<file path="src/rtl/and_snina_param.sv">
// Masked AND over SHARES shares with COPIES replicas per share. A fault is detected
// when any per-domain product term differs across replicas.
module and_snina_param #(
  parameter int unsigned SHARES   = 3,
  parameter int unsigned COPIES   = 2,
  parameter int unsigned CNT_W    = 8,
  parameter bit          SUPPRESS = 1'b0,
  parameter bit          LOCK     = 1'b0
) (
  input  logic                                 clk,
  input  logic                                 reset,
  input  logic                                 in_valid,
  input  logic [SHARES*COPIES-1:0]             port_a,
  input  logic [SHARES*COPIES-1:0]             port_b,
  input  logic [SHARES*(SHARES-1)/2-1:0]       port_r,
  output logic                                 out_valid,
  output logic [SHARES*COPIES-1:0]             port_c,
  output logic [SHARES-1:0]                    port_errorFlag,
  output logic                                 error_sticky,
  output logic [CNT_W-1:0]                     error_count
);

  localparam int unsigned W = SHARES * COPIES;

  // Pair (i,j), i<j, enumerated row by row: (0,1),(0,2),...,(1,2),...
  function automatic int unsigned pair_idx(input int unsigned i, input int unsigned j);
    return i * SHARES - (i * (i + 1)) / 2 + (j - i - 1);
  endfunction

  logic [SHARES-1:0][SHARES-1:0][COPIES-1:0] u_d, u_q;
  logic [W-1:0]      c_d, c_q;
  logic [SHARES-1:0] flag_d, flag_q;
  logic              v1_q, v2_q;
  logic              sticky_q;
  logic [CNT_W-1:0]  count_q;
  logic              err_beat;

  always_comb begin
    u_d = '0;
    for (int unsigned i = 0; i < SHARES; i++) begin
      for (int unsigned j = 0; j < SHARES; j++) begin
        for (int unsigned k = 0; k < COPIES; k++) begin
          if (i == j) begin
            u_d[i][j][k] = port_a[i*COPIES+k] & port_b[j*COPIES+k];
          end else if (i < j) begin
            u_d[i][j][k] = (port_a[i*COPIES+k] & port_b[j*COPIES+k]) ^ port_r[pair_idx(i, j)];
          end else begin
            u_d[i][j][k] = (port_a[i*COPIES+k] & port_b[j*COPIES+k]) ^ port_r[pair_idx(j, i)];
          end
        end
      end
    end
  end

  always_comb begin
    c_d    = '0;
    flag_d = '0;
    for (int unsigned i = 0; i < SHARES; i++) begin
      for (int unsigned j = 0; j < SHARES; j++) begin
        for (int unsigned k = 0; k < COPIES; k++) begin
          c_d[i*COPIES+k] = c_d[i*COPIES+k] ^ u_q[i][j][k];
        end
        // Any replica disagreeing with copy 0 means the copies are not all equal.
        if (u_q[i][j] != {COPIES{u_q[i][j][0]}}) begin
          flag_d[i] = 1'b1;
        end
      end
    end
  end

  assign port_errorFlag = flag_q & {SHARES{v2_q}};
  assign err_beat       = v2_q & (|port_errorFlag);
  assign port_c         = (SUPPRESS && err_beat) ? '0 : c_q;
  assign out_valid      = LOCK ? (v2_q & ~sticky_q) : v2_q;
  assign error_sticky   = sticky_q;
  assign error_count    = count_q;

  always_ff @(posedge clk) begin
    if (reset) begin
      u_q      <= '0;
      c_q      <= '0;
      flag_q   <= '0;
      v1_q     <= 1'b0;
      v2_q     <= 1'b0;
      sticky_q <= 1'b0;
      count_q  <= '0;
    end else begin
      v1_q <= in_valid;
      v2_q <= v1_q;
      if (in_valid) begin
        u_q <= u_d;
      end
      if (v1_q) begin
        c_q    <= c_d;
        flag_q <= flag_d;
      end
      if (err_beat) begin
        sticky_q <= 1'b1;
        if (count_q != {CNT_W{1'b1}}) begin
          count_q <= count_q + 1'b1;
        end
      end
    end
  end

endmodule

</file>
<file path="config.mk">
export PLATFORM = sky130hd
export DESIGN_NAME = and_snina_param
export DESIGN_NICKNAME = d
export VERILOG_FILES = /design/src/rtl/and_snina_param.sv
export SDC_FILE = /design/constraint.sdc
export NUM_CORES = 1
export LEC_CHECK = 0
export CAP_MARGIN = 20
export CORE_MARGIN = 2
export CORE_UTILIZATION = 50
export CTS_CLUSTER_SIZE = 12
export DETAILED_ROUTE_END_ITERATION = 8
export HOLD_SLACK_MARGIN = 0.02
export PLACE_DENSITY = 0.78
export SYNTH_ARGS = -nofsm -noshare
export SYNTH_HDL_FRONTEND = slang
export SYNTH_SLANG_ARGS = --single-unit
</file>
<file path="constraint.sdc">
create_clock -name clk -period 4.5 [get_ports clk]
set_input_delay 1.35 -clock clk [delete_from_list [all_inputs] [get_ports clk]]
set_output_delay 1.35 -clock clk [all_outputs]
set_load 0.02 [all_outputs]
</file>
Word-level counts from Yosys, hierarchy flattened:

Cells that the tools add are included.
Widths: inputs -> output; s select.

* bits in read-only memories: 0
* register bits: 38
* memories kept: 0
* logic and storage cells: 81
* RAM bits: 0
* bits in latches: 0
* output and inout bits: 19

* order comparisons: 0
* multiply operators: 0
* muxes and demuxes: 9
* bitwise logic cells: 44
* reductions and logical operators: 2
* div/mod/pow operators: 0
* eq/ne operators: 10
* add/sub/neg operators: 1
* shifts and indexed selects: 0

Operators by type and width (number)
* $xor 1x1->1: 24
* $and 1x1->1: 19
* $mux 1: 9
* $ne 1x1->1: 9
* $add 8x1->8 const B: 1
* $ne 8x8->1 const B: 1
* $and 3x3->3: 1
* $reduce_or 3->1: 1
* $reduce_and 2->1: 1

Depth between registers and ports, before layout:

Gate-level depths: netlist of the first run.

* depth in word-level cells: 4
* gate-level depth with buffers: 4
* depth with buffers taken out: 4

Least setup slack after synthesis of the first run:

Ideal clock, no wire load.

* path type: register to output
* start point: register v2_q, in the netlist out_valid
* end point: output port_errorFlag[0]
* data arrival time: 0.791 ns
* stages on the path, launching flop included: 2
* path slack: 2.359 ns
* cells stage by stage: dfxtp_1 > and2_1

* longest elaborated chain between the ends: 1

Ends and longest elaborated chain
* start: declaration: RTL line 33 `logic v1_q, v2_q;`
* start signal: assignment: RTL line 89 `v2_q <= v1_q;`
* $and 3x3->3: RTL line 71 `assign port_errorFlag = flag_q & {SHARES{v2_q}};`
* end: declaration: RTL line 18 `output logic [SHARES-1:0] port_errorFlag,`

No other way between the ends.

==> impl_metrics.csv, run 1 <==
group,metric,value,unit
status,status,"finished clean",
sta,worst_pin_slew,1.012,ns
cells_and_area,stdcell_area,0.002387,mm²
die,std_cell_rows,22,
global_routing,grt_util_all_layers,17.67,%
clock_network,cts_max_level,2,
synth,ys_async_sr_fraction,0,%
global_routing,grt_max_degree,38,
clock_network,clock_latency,0.29,ns
clock_network,cts_tree,"yes",
synth,synth_seq_area_share,40.40,%
cells_and_area,drive_above_1_share,10.08,%
clock_network,cts.sinks,38,
die,start_util,51.83,%
synth,synth_ff_type,"dfxtp_1",
sta,relSlewSlack,32.34,%
sta,fin_tns_setup,0,ns
placed_design,gp_congestion,0.7914,
die,pin_count,37,
power,leakage,0.8972,nW
worst_hold_path,min-delay-start,"error_sticky$_SDFFE_PP0P_",
power,p_per_area,303.2,mW/mm²
sta,drv_slew,0,
sta,hold_viol,0,
clock_network,holdBufCountCts,0,
clock_network,clockBufferDepth,2,
sta,finalClockSkew,0.006794,ns
die,die_area,0.004273,mm²
power,peakVddDrop,0.1887,mV
global_routing,grt_pass1_wl,5678,µm
cells_and_area,fin_util,65.70,%
setup_path,end_kind,"flip-flop",
drt,drt-pass1-iter-count,4,
setup_path,arrival,2.97,ns
sta,finalSetupViolCount,0,
clock_network,path_clk_slew,0.07,ns
placed_design,portBuffers,36,
clock_network,post-cts-setup-buffers,0,
drt,drc,0,
power,switchingPower,0.0001852,W
synth,synth_nets,220,
setup_path,cp-startpoint,"reset",
cells_and_area,fillers,341,
power,p_int,0.0005386,W
clock_network,cts.repair.resized,0,
drt,drt-initial-drc-count,57,
die,coreArea,0.003633,mm²
setup_path,reg2regPathDepth,4,
synth,ys_types,35,
global_routing,grt_overflow,0,
power,sw_frac_of_total,25.59,%
drt,viasPerCell,5.206,
worst_hold_path,whs_endpoint,"error_sticky$_SDFFE_PP0P_",
setup_path,r2r-start,"error_count[0]$_SDFFE_PP0P_",
placed_design,place_area,0.002268,mm²
setup_path,critPathLaunchType,"input pin",
setup_path,required,4.63,ns
power,pwr-share-seq,51.8,%
power,finalPower,0.0007238,W
sta,min_period_over_period,63.10,%
drt,vias,1489,
cells_and_area,seqCellArea,760.7,µm²
power,p_clk_share,32.7,%
synth,synth_edf_count,0,
cells_and_area,multiInputGateArea,0.001072,mm²
synth,synth_area,0.001883,mm²
placed_design,dp_hpwl,2585,µm
synth,yosys_register_bits,38,
cells_and_area,fin_nets,256,
drt,wl,3438,µm
sta,period_needed,2.840,ns
sta,fmax,0.3522,GHz
worst_hold_path,hp-class,"flip-flop to flip-flop",
synth,syn_avg_cell_area,9.368,µm²
sta,rsz0062_at_grt,"false",
global_routing,grt_pass1_vias,1289,
cells_and_area,diodes,0,
drt,wl_per_cell,12.02,µm
setup_path,r2r_slack,2.90,ns
clock_network,cts-root-buf,"clkbuf_8",
drt,antenna_left,0,
setup_path,worst-path-max-fanout,28,
setup_path,r2r_end,"error_count[0]$_SDFFE_PP0P_",
die,die_w,65.37,µm
setup_path,worstSetupPathType,"input pin to flip-flop",
clock_network,cts_made_buffers,5,
cells_and_area,area_growth,26.78,%
power,combPwrFrac,15.6,%
synth,netlist_instances,201,
global_routing,grt_antenna_before_repair,0,
run,cap_violations,0,
worst_hold_path,whs_path_depth,2,
synth,ys_warn_count,0,
die,die_height,65.37,µm
-- power groups by stage --
stage	Clock (W)	Combinational, W	Sequential (W)
finish	0.000237	0.000113	0.000375
global route	0.000260	0.000124	0.000377
CTS	0.000244	0.000111	0.000375
detailed placement	0	0.000111	0.000383
global placement	0	0.000110	0.000382
floorplan	0	0.0000669	0.000384
-- area by class of cell --
cell class                 instances  share of cell area (%)
clock buffer                       7                   3.616
clock inverter                     1                  0.2096
inverter                           2                  0.3145
multi-input combinational        152                   44.92
sequential                        38                   31.87
tap                               48                   2.516
timing repair buffer              38                   16.56
-- cells in the mapped netlist, types with 2 or more instances --
cell type  instances  area (µm²)
nand2b_1          15       93.84
a211oi_2           3       37.54
inv_1              2       7.510
xor2_1            27       236.5
and3_1             2       12.51
dfxtp_1           38       760.7
a211oi_1          16       120.1
clkbuf_1           2       7.510
nor3_1             4       20.02
nor2b_1            5       31.28
nand2_1           12       45.04
mux2_4             3       45.04
nand3_1            8       40.04
o22ai_1            6       37.54
a21oi_1            6       30.03
and2_1             2       12.51
a31oi_1            2       12.51
buf_2              7       35.03
xnor2_1            6       52.55
nor2_1            20       75.07
-- worst max-delay path, stage by stage --
cell and delay [ns]:
clkdlybuf4s50_1 1.14, nand2b_1 0.37, o22ai_1 0.10
-- state kept, by name (all words and copies together), names as in the netlist --
signal and cells:
v1_q 1, u_q 18, out_valid 1, error_sticky 1
flag_q 3, error_count 8, port_c 6
-- how the worst max path moves through the flow --
stage	cells after the start	endpoint	slack [ns]
finish	3	port_c[5]$_SDFFE_PP0P_	1.66
global route	3	port_c[2]$_SDFFE_PP0P_	1.54
CTS	2	port_errorFlag[2]	1.66
detailed placement	3	port_c[4]$_SDFFE_PP0P_	1.36
global placement	3	port_c[4]$_SDFFE_PP0P_	1.38
floorplan	1	port_errorFlag[0]	2.36
-- kinds of logic (layout without fill, tap and decap cells) --
logic type / Yosys count / in the layout / share of synthesized area, %
AO/OA/AOI/OAI: 39 / 39 / 16.88
XOR/XNOR: 33 / 33 / 15.35
adder cells (fa/ha/maj): 1 / 1 / 0.6643
buffers and inverters: 11 / 48 / 2.658
flip-flops: 38 / 38 / 40.40
multiplexers: 4 / 4 / 2.923
AND/OR/NAND/NOR: 75 / 75 / 21.13
-- metal layers --
layer	wire (µm)	track usage, %	up-vias
met4	60	8.594	0
li1	-	-	775
met3	168	5.651	6
met5	0	0	-
met2	1566	28.57	36
met1	1642	21.14	672
-- placed cells by master (no fill, tap or decap), types with 2 or more instances in the layout --
cell             count
nand2b_1            15
nor2b_1              5
nor2_1              20
nor3_1               4
xor2_1              27
nand3_1              8
dfxtp_1             38
clkdlybuf4s50_1     36
mux2_4               3
xnor2_1              6
a21oi_1              6
and3_1               2
a31oi_1              2
clkbuf_8             6
o22ai_1              6
and2_1               2
inv_1                2
nand2_1             12
a211oi_1            16
a211oi_2             3
-- stage by stage --
step                      cells  hold WS [ns]  setup slack, ns
after global placement      277        0.4482            1.384
after floorplan             201        0.4803            2.359
after detailed placement    277        0.4696            1.355
final                       286        0.4806            1.660
after global routing        286        0.5174            1.538
after CTS                   285        0.4864            1.665
No activity file was read; power rests on OpenSTA's default activity.
==> run 2, diff against run 1 <==
--- a/config.mk
+++ b/config.mk
@@ -7,11 +7,11 @@
 export LEC_CHECK = 0
 export CAP_MARGIN = 20
 export CORE_MARGIN = 2
-export CORE_UTILIZATION = 50
+export CORE_UTILIZATION = 46
 export CTS_CLUSTER_SIZE = 12
 export DETAILED_ROUTE_END_ITERATION = 8
 export HOLD_SLACK_MARGIN = 0.02
-export PLACE_DENSITY = 0.78
+export PLACE_DENSITY = 0.75
 export SYNTH_ARGS = -nofsm -noshare
 export SYNTH_HDL_FRONTEND = slang
 export SYNTH_SLANG_ARGS = --single-unit
==> constraint.sdc (replaced) <==
create_clock -name clk -period 2.5 [get_ports clk]
set_input_delay 0.75 -clock clk [delete_from_list [all_inputs] [get_ports clk]]
set_output_delay 0.75 -clock clk [all_outputs]
set_load 0.02 [all_outputs]
==> impl_metrics.csv, run 2 (synthesized netlist as in run 1, its figures left out) <==
group,metric,value,unit
status,status,"finished clean",
placed_design,dp_hpwl,2722,µm
setup_path,required,1.75,ns
cells_and_area,fin_nets,258,
sta,hold_viol,0,
global_routing,grt_use_met1,20.08,%
sta,worst_pin_slew,0.3697,ns
drt,drt-pass1-iter-count,4,
drt,drt-initial-drc-count,49,
cells_and_area,area_growth,25.85,%
sta,min_period_over_period,88.30,%
die,die_w,67.98,µm
cells_and_area,regMostFlops,"u_q",
global_routing,grt-busiest-layer,"met2",
clock_network,clockBufferDepth,2,
sta,drv_slew,0,
die,start_util,47.42,%
power,sw_frac_of_total,25.40,%
cells_and_area,drive_above_1_share,10.04,%
clock_network,post-cts-setup-buffers,0,
sta,finalSetupViolCount,0,
cells_and_area,stdcell_area,0.002370,mm²
global_routing,grt_pass1_vias,1381,
cells_and_area,fin_util,59.67,%
setup_path,worst-path-max-fanout,6,
clock_network,cts_made_buffers,5,
global_routing,grt_util_all_layers,17.91,%
power,p_clk_share,30.4,%
die,die_area,0.004621,mm²
global_routing,grt_antenna_before_repair,0,
global_routing,grt_max_degree,38,
clock_network,cts.sinks,38,
cells_and_area,fillers,370,
power,combPwrFrac,16.1,%
sta,rsz0062_at_grt,"false",
clock_network,cts-root-buf,"clkbuf_8",
cells_and_area,largest_reg_flops,18,
setup_path,arrival,1.46,ns
placed_design,place_inst,282,
setup_path,critPathLaunchType,"flip-flop",
run,cap_violations,0,
clock_network,clock_latency,0.29,ns
setup_path,end_kind,"primary output",
drt,wl_per_cell,12.37,µm
sta,fin_tns_setup,0,ns
drt,viasPerCell,5.145,
die,std_cell_rows,23,
setup_path,worstSetupPathType,"flip-flop to primary output",
setup_path,r2r_slack,0.90,ns
placed_design,gp_congestion,0.7417,
global_routing,use_met2,30.46,%
die,die_height,67.98,µm
placed_design,portBuffers,36,
die,coreArea,0.003971,mm²
power,p_int,0.0009376,W
clock_network,cts.repair.resized,0,
cells_and_area,diodes,0,
drt,vias,1487,
clock_network,path_clk_slew,0.06,ns
power,pwr-share-seq,53.6,%
placed_design,place_area,0.002293,mm²
clock_network,cts_max_level,2,
global_routing,use_met3,6.579,%
cells_and_area,final_cells,289,
power,peakVddDrop,0.4081,mV
drt,antenna_left,0,
global_routing,grt_overflow,0,
sta,fmax,0.4530,GHz
clock_network,cts_tree,"yes",
die,pin_count,37,
clock_network,holdBufCountCts,0,
drt,drc,0,
global_routing,grt_pass1_wl,6037,µm
sta,relSlewSlack,75.32,%
power,switchingPower,0.0003192,W
power,leakage,0.8890,nW
cells_and_area,final_cell_mix,"dfxtp_1 (38), clkdlybuf4s50_1 (36), xor2_1 (27)",
sta,period_needed,2.207,ns
cells_and_area,final_common_cell,"dfxtp_1",
drt,wl,3574,µm
sta,finalClockSkew,0.007380,ns
power,p_per_area,530.4,mW/mm²
worst_hold_path,hp-class,"flip-flop to flip-flop",
## run 2: changes by cell type in the layout (fill, tap and decap cells not counted)
| cell | change |
|---|---|
| clkbuf_8 | -1 |
| clkbuf_1 | +1 |
| buf_4 | +3 |
| clkinv_2 | -1 |
| buf_16 | -1 |
## run 2: power by group through the flow
stage	registers [W]	clock network, W	logic, W
CTS	0.000674	0.000400	0.000205
global route	0.000679	0.000424	0.000225
finish	0.000674	0.000382	0.000202
global placement	0.000687	0	0.000201
floorplan	0.000691	0	0.000121
detailed placement	0.000688	0	0.000204
## run 2: worst max-delay path, stage by stage, from the launching register on
cell	delay, ns
dfxtp_1	0.42
and2_2	0.17
clkdlybuf4s50_1	0.59
## run 2: final timing paths
path                                    start                          end  depth (start not counted)
hold / removal      error_sticky$_SDFFE_PP0P_    error_sticky$_SDFFE_PP0P_                          2
hold reg to reg     error_sticky$_SDFFE_PP0P_    error_sticky$_SDFFE_PP0P_                          2
setup reg to reg  error_count[0]$_SDFFE_PP0P_  error_count[0]$_SDFFE_PP0P_                          4
setup / recovery         out_valid$_SDFF_PP0_            port_errorFlag[2]                          2
## run 2: metrics by stage
stage	hold WS [ns]	setup WS [ns]	total power (W)
after floorplan	0.4803	0.9587	0.0008110
after global placement	0.4533	0.5427	0.0008877
after detailed placement	0.4573	0.5265	0.0008916
after CTS	0.4718	0.2711	0.001279
after global routing	0.5093	0.1899	0.001327
final	0.4661	0.2926	0.001257
## run 2: metal layers
metal  vias to the layer above  share of wire (%)
met5                         -                  0
met4                         0                1.8
met3                         4                5.1
met2                        40                 49
met1                       666                 44
li1                        777                  -
## run 2: area by class of cell
cell class	count	area, µm²	share of cell area (%)
multi-input cells	152	1072	45.25
flip-flops and latches	38	760.7	32.10
repair buffers	40	390.4	16.47
inverters	2	7.507	0.3168
clock buffers	7	76.32	3.221
well taps	50	62.56	2.640
==> run 3, diff against run 2 <==
--- a/config.mk
+++ b/config.mk
@@ -5,6 +5,7 @@
 export SDC_FILE = /design/constraint.sdc
 export NUM_CORES = 1
 export LEC_CHECK = 0
+export ABC_AREA = 1
 export CAP_MARGIN = 20
 export CORE_MARGIN = 2
 export CORE_UTILIZATION = 46
==> impl_metrics.csv, run 3 <==
group,metric,value,unit
drt,viasPerCell,4.824,
placed_design,place_ws,0.4673,ns
synth,yosys.area.top_type,"dfxtp_1",
cells_and_area,final_common_cell,"nand2_1",
clock_network,holdBufCountCts,0,
clock_network,path_clk_slew,0.07,ns
placed_design,place_area,0.002297,mm²
sta,period_needed,2.173,ns
cells_and_area,final_cell_mix,"nand2_1 (51), dfxtp_1 (38), clkdlybuf4s50_1 (36)",
synth,synth_compound_area_share,13.99,%
drt,vias,1669,
sta,fmax,0.4603,GHz
drt,antenna_left,0,
synth,synth_area,0.001887,mm²
drt,drc,0,
die,die_height,68.05,µm
synth,synth_top_family_by_area,"simple AND/OR/NAND/NOR gates",
die,die_w,68.05,µm
cells_and_area,diodes,0,
sta,worst_pin_slew,0.5450,ns
synth,ys_types,25,
setup_path,slowest_delay,0.66,ns
status,status,"finished clean",
synth,ys_async_sr_fraction,0,%
synth,syn_avg_cell_area,7.313,µm²
setup_path,slowest_stage,"clkdlybuf4s50_1",
clock_network,cts.sinks,38,
synth,synthSimpleGateAreaFrac,24.54,%
global_routing,grt_pass1_wl,6734,µm
power,peakVddDrop,0.2868,mV
setup_path,crit_buf_inv,1,
die,coreArea,0.003971,mm²
clock_network,cts_tree,"yes",
global_routing,grt_antenna_before_repair,0,
setup_path,arrival,1.42,ns
clock_network,clock_latency,0.29,ns
die,pin_count,37,
drt,drt-initial-drc-count,103,
synth,netlist_top_cells_count,"nand2_1 (51), dfxtp_1 (38), nor2_1 (32)",
sta,layout_setup_ws,0.3275,ns
die,die_area,0.004630,mm²
global_routing,grt_overflow,0,
drt,drt-pass1-iter-count,4,
clock_network,clockBufferDepth,2,
clock_network,cts_made_buffers,5,
synth,synth_area_leaders,"dfxtp_1 (40%), nand2_1 (10%), xor2_1 (7.9%)",
setup_path,critPathLaunchType,"flip-flop",
sta,drv_slew,0,
setup_path,end_kind,"primary output",
synth,synth_nets,277,
sta,hold_viol,0,
die,start_util,47.51,%
synth,synth_seq_area_share,40.32,%
clock_network,cts_max_level,2,
power,p_per_area,584.8,mW/mm²
placed_design,dp_hpwl,2815,µm
setup_path,worst-path-max-fanout,7,
setup_path,worstSetupPathType,"flip-flop to primary output",
placed_design,portBuffers,36,
power,leakage,0.9803,nW
sta,finalClockSkew,0.004284,ns
synth,synth_top_cell_area_share,40.32,%
drt,wl_per_cell,11.16,µm
clock_network,cts-root-buf,"clkbuf_8",
sta,relSlewSlack,63.62,%
global_routing,grt_pass1_vias,1562,
die,std_cell_rows,23,
global_routing,grt_max_degree,21,
sta,rsz0062_at_grt,"false",
sta,finalSetupViolCount,0,
setup_path,cp_cell_sequence,"clkdlybuf4s50_1",
synth,netlist_instances,258,
cells_and_area,largest_reg_flops,18,
cells_and_area,stdcell_area,0.002410,mm²
worst_hold_path,hp-class,"flip-flop to flip-flop",
synth,yosys_register_bits,38,
synth,yosysMostFrequentCell,"nand2_1",
synth,synth_ff_type,"dfxtp_1",
setup_path,path_delay_family,"buffers and inverters",
cells_and_area,area_growth,27.72,%
clock_network,cts.repair.resized,0,
cells_and_area,regMostFlops,"u_q",
sta,fin_tns_setup,0,ns
global_routing,grt_util_all_layers,19.50,%
synth,synth_edf_count,0,
run,cap_violations,0,
synth,synthMuxAreaShare,0,%
synth,synthXorXnorAreaFrac,13.46,%
clock_network,post-cts-setup-buffers,0,
setup_path,required,1.75,ns
synth,synthAdderAreaFrac,0.6631,%
drt,wl,3862,µm
synth,ys_warn_count,0,
cells_and_area,fin_nets,315,
placed_design,gp_congestion,0.7481,
cells_and_area,drive_above_1_share,7.095,%
sta,min_period_over_period,86.90,%
-- run 3: changes by cell type after synthesis, moves of 5 or more --
cell      previous run  this run
nand2_1             12        51
inv_1                2        23
o21ai_0              0        21
a211oi_1            16         0
a21oi_1              6        18
nor2_1              20        32
nand2b_1            15         4
xor2_1              27        17
nand3_1              8        15
o22ai_1              6         0
xnor2_1              6        12
nor2b_1              5         0
-- run 3: layer usage --
layer,up-vias,track usage (%),routed length [µm]
li1,890,-,-
met1,744,25.53,1975
met2,29,30.70,1693
met3,6,5.428,149
met4,0,6.750,43
met5,-,0,0
-- run 3: area by class of cell --
class | count | area [µm²]
Multi-Input combinational cell | 187 | 993.5
Tap cell | 50 | 62.56
Fill cell | 368 | 1562
Timing Repair Buffer | 40 | 390.4
Clock buffer | 6 | 82.58
Inverter | 24 | 90.09
Clock inverter | 1 | 30.03
Sequential cell | 38 | 760.7
-- run 3: report_power, final --
group          internal, W  switching, W
registers         0.000640     0.0000324
logic             0.000104      0.000108
clock network     0.000319      0.000206
total              0.00106      0.000346
-- run 3: final timing paths --
path	start	endpoint	slack [ns]	cells past startpoint
min reg2reg	error_sticky$_SDFFE_PP0P_	error_sticky$_SDFFE_PP0P_	0.47	2
max reg2reg	error_count[1]$_SDFFE_PP0P_	error_count[0]$_SDFFE_PP0P_	1.16	8
min	error_sticky$_SDFFE_PP0P_	error_sticky$_SDFFE_PP0P_	0.47	2
max	error_count[2]$_SDFFE_PP0P_	error_count[2]	0.33	1
-- run 3: through the flow --
| stage | instances | total power (W) | util, % | hold WS (ns) |
|---|---|---|---|---|
| final | 346 | 0.001409 | 60.68 | 0.4743 |
| after global routing | 346 | 0.001483 | 60.68 | 0.5379 |
| after CTS | 346 | 0.001419 | 60.68 | 0.4885 |
| after detailed placement | 339 | 0.0008979 | 57.85 | 0.4718 |
| after global placement | 339 | 0.0008941 | 57.85 | 0.4502 |
| after floorplan | 258 | 0.0008118 | - | 0.4786 |
-- run 3: kinds of logic (layout without fill, tap and decap cells) --
family                   Yosys count  after routing
flip-flops                        38             38
AO/OA/AOI/OAI                     48             48
XOR/XNOR                          29             29
buffers and inverters             33             71
adder cells (fa/ha/maj)            1              1
AND/OR/NAND/NOR                  109            109
-- run 3: worst register-to-register path: stages (launching register included) --
cell and delay [ns]:
dfxtp_1 0.40, ha_1 0.25, nand2_2 0.08, nor2_2 0.09, nand2_1 0.09, nand2_4 0.11
inv_2 0.08, nor2_1 0.10, nor2_1 0.05
